`config.mk`:
```
export PLATFORM = sky130hd
export DESIGN_NAME = mem_bus_arbiter_flat
export DESIGN_NICKNAME = d
export VERILOG_FILES = /design/src/rtl/mem_bus_arbiter_pkg.sv /design/src/rtl/mem_bus_arbiter_if.sv /design/src/rtl/mem_bus_arbiter_rr_arb2.sv /design/src/rtl/mem_bus_arbiter.sv /design/src/flat_wrapper.sv
export SDC_FILE = /design/constraint.sdc
export NUM_CORES = 1
export LEC_CHECK = 0
export BUFFER_PORTS_ARGS = -buffer_cell sky130_fd_sc_hd__clkbuf_2
export CAP_MARGIN = 20
export CORE_AREA = 3 3 118 120
export CTS_CLUSTER_DIAMETER = 120
export DETAILED_ROUTE_END_ITERATION = 10
export DIE_AREA = 0 0 121 123
export PLACE_DENSITY = 0.61
export SLEW_MARGIN = 20
export SYNTH_ARGS = -nofsm -noshare
export SYNTH_HDL_FRONTEND = slang
export SYNTH_HIERARCHICAL = 1
export SYNTH_SLANG_ARGS = --single-unit
```
`constraint.sdc`:
```
create_clock -name clk -period 2.05 [get_ports clk]
set_input_delay 0.3075 -clock clk [delete_from_list [all_inputs] [get_ports clk]]
set_output_delay 0.3075 -clock clk [all_outputs]
set_load 0.005 [all_outputs]
```
`src/rtl/mem_bus_arbiter_pkg.sv`:
```
// Shared encodings for the two-master memory arbiter: FSM state values,
// one-hot grant codes and a small decode helper.
package mem_bus_pkg;

  localparam logic [1:0] ST_IDLE  = 2'd0;
  localparam logic [1:0] ST_ISSUE = 2'd1;
  localparam logic [1:0] ST_RESP  = 2'd2;

  localparam logic [1:0] GRANT_NONE = 2'b00;
  localparam logic [1:0] GRANT_M0   = 2'b01;
  localparam logic [1:0] GRANT_M1   = 2'b10;

  typedef enum logic [1:0] {
    S_IDLE  = ST_IDLE,
    S_ISSUE = ST_ISSUE,
    S_RESP  = ST_RESP
  } state_t;

  // An all-zero byte mask marks a read; any other pattern is a write.
  function automatic logic is_read(input logic [3:0] wstrb);
    return (wstrb == 4'b0000);
  endfunction

endpackage

```
`src/rtl/mem_bus_arbiter_if.sv`:
```
// picorv32-style valid/ready memory request bundle; one instance per master.
interface mem_bus_if #(
  parameter int ADDR_W = 32
);
  import mem_bus_pkg::*;

  logic              valid;
  logic [ADDR_W-1:0] addr;
  logic [31:0]       wdata;
  logic [3:0]        wstrb;
  logic              ready;
  logic [31:0]       rdata;

  modport master (
    output valid, addr, wdata, wstrb,
    input  ready, rdata
  );

  modport slave (
    input  valid, addr, wdata, wstrb,
    output ready, rdata
  );

endinterface

```
`src/rtl/mem_bus_arbiter_rr_arb2.sv`:
```
// Combinational two-way round-robin pick: a lone requester wins outright,
// a tie goes to whichever master did not win last time.
module rr_arb2
  import mem_bus_pkg::*;
(
  input  logic [1:0] req,
  input  logic [1:0] last_grant,
  output logic [1:0] gnt
);

  always_comb begin
    gnt = GRANT_NONE;
    if (req == 2'b11) begin
      gnt = (last_grant == GRANT_M0) ? GRANT_M1 : GRANT_M0;
    end else begin
      gnt = req;
    end
  end

endmodule

```
`src/rtl/mem_bus_arbiter.sv`:
```
// Shares one single-port synchronous memory between the CPU (M0) and the
// loader/debug port (M1): one strobed access per transaction, 3-cycle cadence.
module mem_bus_arbiter
  import mem_bus_pkg::*;
#(
  parameter int MEM_WORDS = 1024,
  parameter int ADDR_W    = 32
) (
  input  logic              clk,
  input  logic              reset,
  mem_bus_if.slave          m0,
  mem_bus_if.slave          m1,
  output logic [ADDR_W-1:0] mem_addr,
  output logic [31:0]       mem_wdata,
  output logic [3:0]        mem_wmask,
  output logic              mem_rstrb,
  input  logic [31:0]       mem_rdata,
  output logic [1:0]        grant,
  output logic              err_oob
);

  // Compared one bit wider than the address so a large limit cannot wrap.
  localparam logic [ADDR_W:0] OOB_LIMIT = (ADDR_W+1)'(MEM_WORDS) << 2;

  state_t            state_q;
  logic [1:0]        last_grant_q;
  logic [1:0]        grant_q;
  logic [3:0]        wstrb_q;
  logic              oob_q;
  logic [ADDR_W-1:0] mem_addr_q;
  logic [31:0]       mem_wdata_q;
  logic [3:0]        mem_wmask_q;
  logic              mem_rstrb_q;
  logic [1:0]        ready_q;
  logic              rd_q;
  logic              err_q;

  logic [1:0]        gnt_d;
  logic [ADDR_W-1:0] sel_addr_d;
  logic [31:0]       sel_wdata_d;
  logic [3:0]        sel_wstrb_d;
  logic              oob_d;

  rr_arb2 u_rr_arb2 (
    .req        ({m1.valid, m0.valid}),
    .last_grant (last_grant_q),
    .gnt        (gnt_d)
  );

  always_comb begin
    sel_addr_d  = m0.addr;
    sel_wdata_d = m0.wdata;
    sel_wstrb_d = m0.wstrb;
    if (gnt_d[1]) begin
      sel_addr_d  = m1.addr;
      sel_wdata_d = m1.wdata;
      sel_wstrb_d = m1.wstrb;
    end
    oob_d = ({1'b0, sel_addr_d} >= OOB_LIMIT);
  end

  always_ff @(posedge clk) begin
    if (reset) begin
      state_q      <= S_IDLE;
      last_grant_q <= GRANT_M1;
      grant_q      <= GRANT_NONE;
      mem_addr_q   <= '0;
      mem_wdata_q  <= '0;
      mem_wmask_q  <= 4'b0000;
      mem_rstrb_q  <= 1'b0;
      ready_q      <= 2'b00;
      rd_q         <= 1'b0;
      err_q        <= 1'b0;
    end else begin
      mem_addr_q  <= '0;
      mem_wdata_q <= '0;
      mem_wmask_q <= 4'b0000;
      mem_rstrb_q <= 1'b0;
      ready_q     <= 2'b00;
      rd_q        <= 1'b0;
      err_q       <= 1'b0;

      unique case (state_q)
        S_IDLE: begin
          if (gnt_d != GRANT_NONE) begin
            // Payload is captured here, so later changes by the master are ignored.
            grant_q      <= gnt_d;
            last_grant_q <= gnt_d;
            wstrb_q      <= sel_wstrb_d;
            oob_q        <= oob_d;
            mem_addr_q   <= sel_addr_d;
            mem_wdata_q  <= sel_wdata_d;
            mem_wmask_q  <= oob_d ? 4'b0000 : sel_wstrb_d;
            mem_rstrb_q  <= !oob_d && is_read(sel_wstrb_d);
            state_q      <= S_ISSUE;
          end
        end

        S_ISSUE: begin
          ready_q <= grant_q;
          rd_q    <= !oob_q && is_read(wstrb_q);
          err_q   <= oob_q;
          state_q <= S_RESP;
        end

        S_RESP: begin
          grant_q <= GRANT_NONE;
          state_q <= S_IDLE;
        end

        default: begin
          grant_q <= GRANT_NONE;
          state_q <= S_IDLE;
        end
      endcase
    end
  end

  assign mem_addr  = mem_addr_q;
  assign mem_wdata = mem_wdata_q;
  assign mem_wmask = mem_wmask_q;
  assign mem_rstrb = mem_rstrb_q;
  assign grant     = grant_q;
  assign err_oob   = err_q;

  // Memory read data arrives the cycle after the strobe, i.e. in RESP.
  assign m0.ready = ready_q[0];
  assign m1.ready = ready_q[1];
  assign m0.rdata = (ready_q[0] && rd_q) ? mem_rdata : 32'h0;
  assign m1.rdata = (ready_q[1] && rd_q) ? mem_rdata : 32'h0;

endmodule

```
`src/flat_wrapper.sv`:
```
// flat-port wrapper written by rule: the top's interface ports become plain ports
module mem_bus_arbiter_flat import mem_bus_pkg::*;
#(
  parameter int MEM_WORDS = 1024,
  parameter int ADDR_W    = 32
)
  (clk, reset, mem_addr, mem_wdata, mem_wmask, mem_rstrb, mem_rdata, grant, err_oob, m0_valid, m0_addr, m0_wdata, m0_wstrb, m0_ready, m0_rdata, m1_valid, m1_addr, m1_wdata, m1_wstrb, m1_ready, m1_rdata);
  mem_bus_if #(.ADDR_W(ADDR_W)) m0_i ();
  mem_bus_if #(.ADDR_W(ADDR_W)) m1_i ();
  input  logic clk;
  input  logic reset;
  output logic [ADDR_W-1:0] mem_addr;
  output logic [31:0] mem_wdata;
  output logic [3:0] mem_wmask;
  output logic mem_rstrb;
  input  logic [31:0] mem_rdata;
  output logic [1:0] grant;
  output logic err_oob;
  input wire logic [$bits(m0_i.valid)-1:0] m0_valid;
  input wire logic [$bits(m0_i.addr)-1:0] m0_addr;
  input wire logic [$bits(m0_i.wdata)-1:0] m0_wdata;
  input wire logic [$bits(m0_i.wstrb)-1:0] m0_wstrb;
  output wire logic [$bits(m0_i.ready)-1:0] m0_ready;
  output wire logic [$bits(m0_i.rdata)-1:0] m0_rdata;
  input wire logic [$bits(m1_i.valid)-1:0] m1_valid;
  input wire logic [$bits(m1_i.addr)-1:0] m1_addr;
  input wire logic [$bits(m1_i.wdata)-1:0] m1_wdata;
  input wire logic [$bits(m1_i.wstrb)-1:0] m1_wstrb;
  output wire logic [$bits(m1_i.ready)-1:0] m1_ready;
  output wire logic [$bits(m1_i.rdata)-1:0] m1_rdata;
  assign m0_i.valid = m0_valid;
  assign m0_i.addr = m0_addr;
  assign m0_i.wdata = m0_wdata;
  assign m0_i.wstrb = m0_wstrb;
  assign m0_ready = m0_i.ready;
  assign m0_rdata = m0_i.rdata;
  assign m1_i.valid = m1_valid;
  assign m1_i.addr = m1_addr;
  assign m1_i.wdata = m1_wdata;
  assign m1_i.wstrb = m1_wstrb;
  assign m1_ready = m1_i.ready;
  assign m1_rdata = m1_i.rdata;
  mem_bus_arbiter #(.MEM_WORDS(MEM_WORDS), .ADDR_W(ADDR_W)) u_core (.clk(clk), .reset(reset), .m0(m0_i), .m1(m1_i), .mem_addr(mem_addr), .mem_wdata(mem_wdata), .mem_wmask(mem_wmask), .mem_rstrb(mem_rstrb), .mem_rdata(mem_rdata), .grant(grant), .err_oob(err_oob));
endmodule
```
### Word-level counts from Yosys, hierarchy flattened

Cells that the tools add are included.
Widths: inputs -> output; s select.

* output and inout port bits: 138
* register bits after elaboration: 84
* word-level logic and storage cells: 48
* input bits: 172

* equal/unequal tests: 4
* reductions and logical operators: 16
* bitwise operators: 4
* order comparisons: 1
* multiplexer cells: 11

Operators with widths (count)
* $mux 32: 4
* $ge 32x13->1 const B: 1
* $logic_not 4->1: 2
* $mux 2: 4
* $pmux 2 s2: 2
* $eq 2x1->1 const B: 2
* $logic_and 1x1->1: 4
* $mux 4: 1
* $not 1->1: 4
* $reduce_and 2->1: 2
* $reduce_or 4->1: 1
* $reduce_and 3->1: 1
* $reduce_or 3->1: 1
* $eq 2x2->1 const B: 1
* $logic_not 1->1: 2
* $logic_not 2->1: 1
* $ne 2x1->1 const B: 1
* $reduce_bool 2->1: 1
* $reduce_or 2->1: 1

### Longest topological paths before layout

* depth in word-level cells: 7
* depth in mapped cells: 7

### Modules after synthesis

The synthesis kept the hierarchy.

Modules (own cells, without submodules)
* mem_bus_arbiter: instances 1, cells each 356, area an instance 3509.6 µm², seq. area each 1731.7 µm²
* rr_arb2: instances 1, cells each 4, area an instance 30.0 µm², seq. area each 0.0 µm²

### Worst setup path after synthesis

Ideal clock, no wire load.

* kind: register to register
* from: reg u_core.last_grant_q[0]
* to: reg u_core.oob_q, data pin
* cell stages (with the launch flop): 7
* period minus slack after synthesis: 1.651 ns
* arrival: 1.387 ns
* slack: 0.399 ns
* data required time: 1.786 ns
* path through: dfxtp_1 > nor2b_4 > o21a_1 > nor4_1 > nand4_1 > a221oi_2 > inv_1

* longest elaborated chain between the ends: 5

Ends and longest elaborated chain
* from (decl): line mem_bus_arbiter.sv:26 `logic [1:0] last_grant_q;`
* from (signal assigned): line mem_bus_arbiter.sv:88 `last_grant_q <= gnt_d;`
* $eq 2x1->1: line mem_bus_arbiter_rr_arb2.sv:14 `gnt = (last_grant == GRANT_M0) ? GRANT_M1 : GRANT_M0;`
* $mux 2: line mem_bus_arbiter_rr_arb2.sv:14
* $mux 2: line mem_bus_arbiter_rr_arb2.sv:13 `if (req == 2'b11) begin`
* named net u_core.gnt_d[1]: line mem_bus_arbiter.sv:38 `logic [1:0] gnt_d;`
* $mux 32: line mem_bus_arbiter.sv:54 `if (gnt_d[1]) begin`
* $ge 32x13->1: line mem_bus_arbiter.sv:59 `oob_d = ({1'b0, sel_addr_d} >= OOB_LIMIT);`
* named net u_core.oob_d: line mem_bus_arbiter.sv:42 `logic oob_d;`
* to (signal assigned): line mem_bus_arbiter.sv:90 `oob_q <= oob_d;`
* to (decl): line mem_bus_arbiter.sv:29 `logic oob_q;`

The timed path passes the listed nets, and every way through them passes these cells.
A chain may end at the register's enable or synchronous reset.

### Worst setup path after layout

Same ends and word-level chain as after synthesis.

==> qor.txt <==
worst path arrival time - 1.98 ns
synth unique cells - 28
share of layout cells above drive strength 1 - 51.13%
Req. time, crit path - 2.13 ns
Syn-to-layout area delta - 55.89%
Max stage delay on crit path - 0.42 ns
Worst R2R Start - u_core/last_grant_q[0]
Setup CP Type - flip-flop to flip-flop
CP Capture Type - flip-flop
Net Count, Synth - 532
I/O Buffers - 309
vias - 3764
final design utilization - 42.17%
pin slew with the least headroom to its limit - 0.7344 ns
worst-path maximum fanout - 6
# rows - 42
# resized after CTS - 0
initial antenna violation count - 0
synthesis-stage register bit count - 84
vias in the first global route - 3821
Post-Syn Instances - 360
Peak VDD IR - 0.3637 mV
relative slew slack - 50.98%
fin. max-slew vios - 0
RSZ-0062 raised after global routing - false
DRT antenna net count - 0
Clock power frac - 40.4%
Flop pwr share - 45.4%
Routed WL - 11900 µm
DRT iter0 DRCs - 78
routed len/inst - 14.15 µm
# IOs - 310
H-tree lvl count - 3
die width - 121 µm
Achievable Freq - 524.1 MHz
largest net degree at the start of global routing - 65
fin nets - 832
GP Congestion - 0.7992
HP Start - m0_addr[7]
GRT Overall Usage - 15.22%
Warnings, synthesis - 6
setup repair bufs after CTS - 0
cell-internal power - 2.985 mW
first-pass GRT wire length - 17910 µm
DR DRC count - 0
Layout Skew - 0.003941 ns
# diodes - 0
Hold WC Path Type - primary input to flip-flop
WHS Endpoint - u_core/mem_addr[7]
Switch Pwr - 0.9369 mW
reg2reg path depth - 6
Final setup violation count - 0
Post-CTS Hold Fix Bufs - 0
slowest stage cell on the critical path - a221oi_4
vias per std cell - 4.476
startpoint types - flip-flop
CTS Sinks - 84
Clock Path Buffers - 2
worst hold stages - 3
Die H - 123 µm
leakage - 3.093 nW
sequential element share of the synthesized area - 48.92%
Final period util - 93.08%
syn avg cell area - 9.832 µm²
CTS Buf Count - 9
P per Cell Area - 710.8 mW/mm²
clock transition at the registers of the reported paths - 0.06 ns
Gate power share - 14.3%
final-layout fill cell count - 1289
critical-path cell list - nor2b_4 > o21a_4 > nor4_1 > nand4_1 > a221oi_4 > inv_1
CORE AREA - 0.01309 mm²
Sw Ratio - 23.89%
CTS tree - yes
status - completed
Final Hold Fails - 0
Critical R2R Capture - u_core/oob_q
R2R setup slack - 0.14 ns
Initial Util - 27.05%
worst skew pair latency - 0.33 ns
post-DP HPWL - 10020 µm
clock root buffer - clkbuf_16
Max-Cap Viols - 0
synthesized area - 0.003540 mm²
total iterations of the first detailed-routing run - 4
Period minus WS final - 1.908 ns
Die ar. - 0.01488 mm²
grt total ovfl - 0
setup_tns - 0 ns
==> sequential cells by signal (all words and copies together) (netlist names) <==
name / flops
u_core/wstrb_q: 4
u_core/mem_wdata: 32
u_core/mem_addr: 32
u_core/err_oob: 1
u_core/last_grant_q: 2
u_core/grant: 2
u_core/mem_rstrb: 1
u_core/mem_wmask: 4
u_core/oob_q: 1
u_core/rd_q: 1
u_core/state_q: 2
u_core/ready_q: 2
==> cell usage after synthesis <==
master	count	area, µm²
nand2b_1	1	6.260
nor2_1	69	259.0
buf_2	3	15.01
mux2_2	4	45.04
mux2i_1	64	640.6
dfxtp_1	79	1582
nor3_1	3	15.01
nor3b_1	2	15.01
and3_1	69	431.7
nor2b_1	1	6.260
edfxtp_1	5	150.1
nor4_1	9	56.30
nor4b_1	1	8.760
o21a_1	1	7.510
a221oi_2	1	15.01
inv_2	1	3.750
clkbuf_1	14	52.55
nand4_1	2	12.51
or4_4	1	11.26
buf_4	5	37.54
and2_1	3	18.77
nor2b_4	1	13.76
a21oi_1	4	20.02
a221o_1	1	10.01
nand2_1	5	18.77
buf_6	6	67.56
o21ai_0	1	5.000
inv_1	4	15.01
==> metal layers <==
| layer | track usage [%] | share of wire (%) | vias up |
|---|---|---|---|
| met5 | 0 | 0 | - |
| met4 | 5.170 | 1.6 | 0 |
| met3 | 4.758 | 8.6 | 15 |
| met2 | 29.80 | 54 | 166 |
| met1 | 15.07 | 35 | 1736 |
| li1 | - | - | 1847 |
==> how the worst max path moves through the flow <==
stage                         to  depth (start not counted)                    from
finish              u_core/oob_q                          6  u_core/last_grant_q[0]
global route        u_core/oob_q                          6  u_core/last_grant_q[1]
CTS                 u_core/oob_q                          6  u_core/last_grant_q[0]
detailed placement  u_core/oob_q                          7                m0_valid
global placement    u_core/oob_q                          7                m0_valid
floorplan           u_core/oob_q                          6  u_core/last_grant_q[0]
==> power by group through the flow <==
stage / logic, mW / registers [mW] / clock network [mW]
final: 0.560 / 1.78 / 1.58
after global routing: 0.622 / 1.79 / 1.71
after CTS: 0.570 / 1.78 / 1.64
after detailed placement: 0.569 / 1.82 / 0
after global placement: 0.557 / 1.81 / 0
after floorplan: 0.250 / 1.82 / 0
==> cells in the final DEF, fill, tap and decap left out, drive strengths merged, types with 2 or more instances in the layout <==
| master | netlist | final |
|---|---|---|
| a21oi | 4 | 4 |
| and2 | 3 | 3 |
| and3 | 69 | 69 |
| buf | 14 | 8 |
| clkbuf | 14 | 320 |
| clkinvlp | 0 | 2 |
| dfxtp | 79 | 79 |
| edfxtp | 5 | 5 |
| inv | 5 | 7 |
| mux2 | 4 | 4 |
| mux2i | 64 | 64 |
| nand2 | 5 | 5 |
| nand4 | 2 | 2 |
| nor2 | 69 | 69 |
| nor2b | 2 | 2 |
| nor3 | 3 | 3 |
| nor3b | 2 | 2 |
| nor4 | 9 | 9 |
==> critical path: cells and delay by family, from the launching register on <==
kind / cells / cell delay, ns
AO/OA/AOI/OAI: 2 / 0.64
buffers and inverters: 1 / 0.07
AND/OR/NAND/NOR: 3 / 0.64
flip-flops: 1 / 0.31
==> metrics by stage <==
| stage | cells | total power [mW] | setup WS (ns) | hold WS, ns | instance area, µm² |
|---|---|---|---|---|---|
| finish | 841 | 3.922 | 0.1418 | 0.2062 | 5518 |
| global route | 841 | 4.121 | 0.002471 | 0.2112 | 5518 |
| CTS | 841 | 3.994 | 0.04176 | 0.1950 | 5507 |
| detailed placement | 825 | 2.386 | 0.007422 | 0.4181 | 5214 |
| global placement | 825 | 2.370 | 0.1023 | 0.4315 | 5214 |
| floorplan | 360 | 2.072 | 0.3991 | 0.3766 | 3540 |
==> layout make-up <==
cell class              instances  area [µm²]  area share, %
flip-flops and latches         84        1732          31.38
multi-input cells             243        1635          29.64
repair buffers                317        1619          29.34
clock buffers                  11       232.7          4.218
well taps                     176       220.2          3.991
clock inverters                 5       60.06          1.088
inverters                       5       18.77         0.3401
==> kinds of logic after synthesis <==
kind of cell	synth area share, %
DFF	48.92
muxes	19.37
buffers and inverters	5.408
AOI/OAI and AO/OA	1.626
and+or+nand+nor	24.67
(Power assumes the default switching activity.)
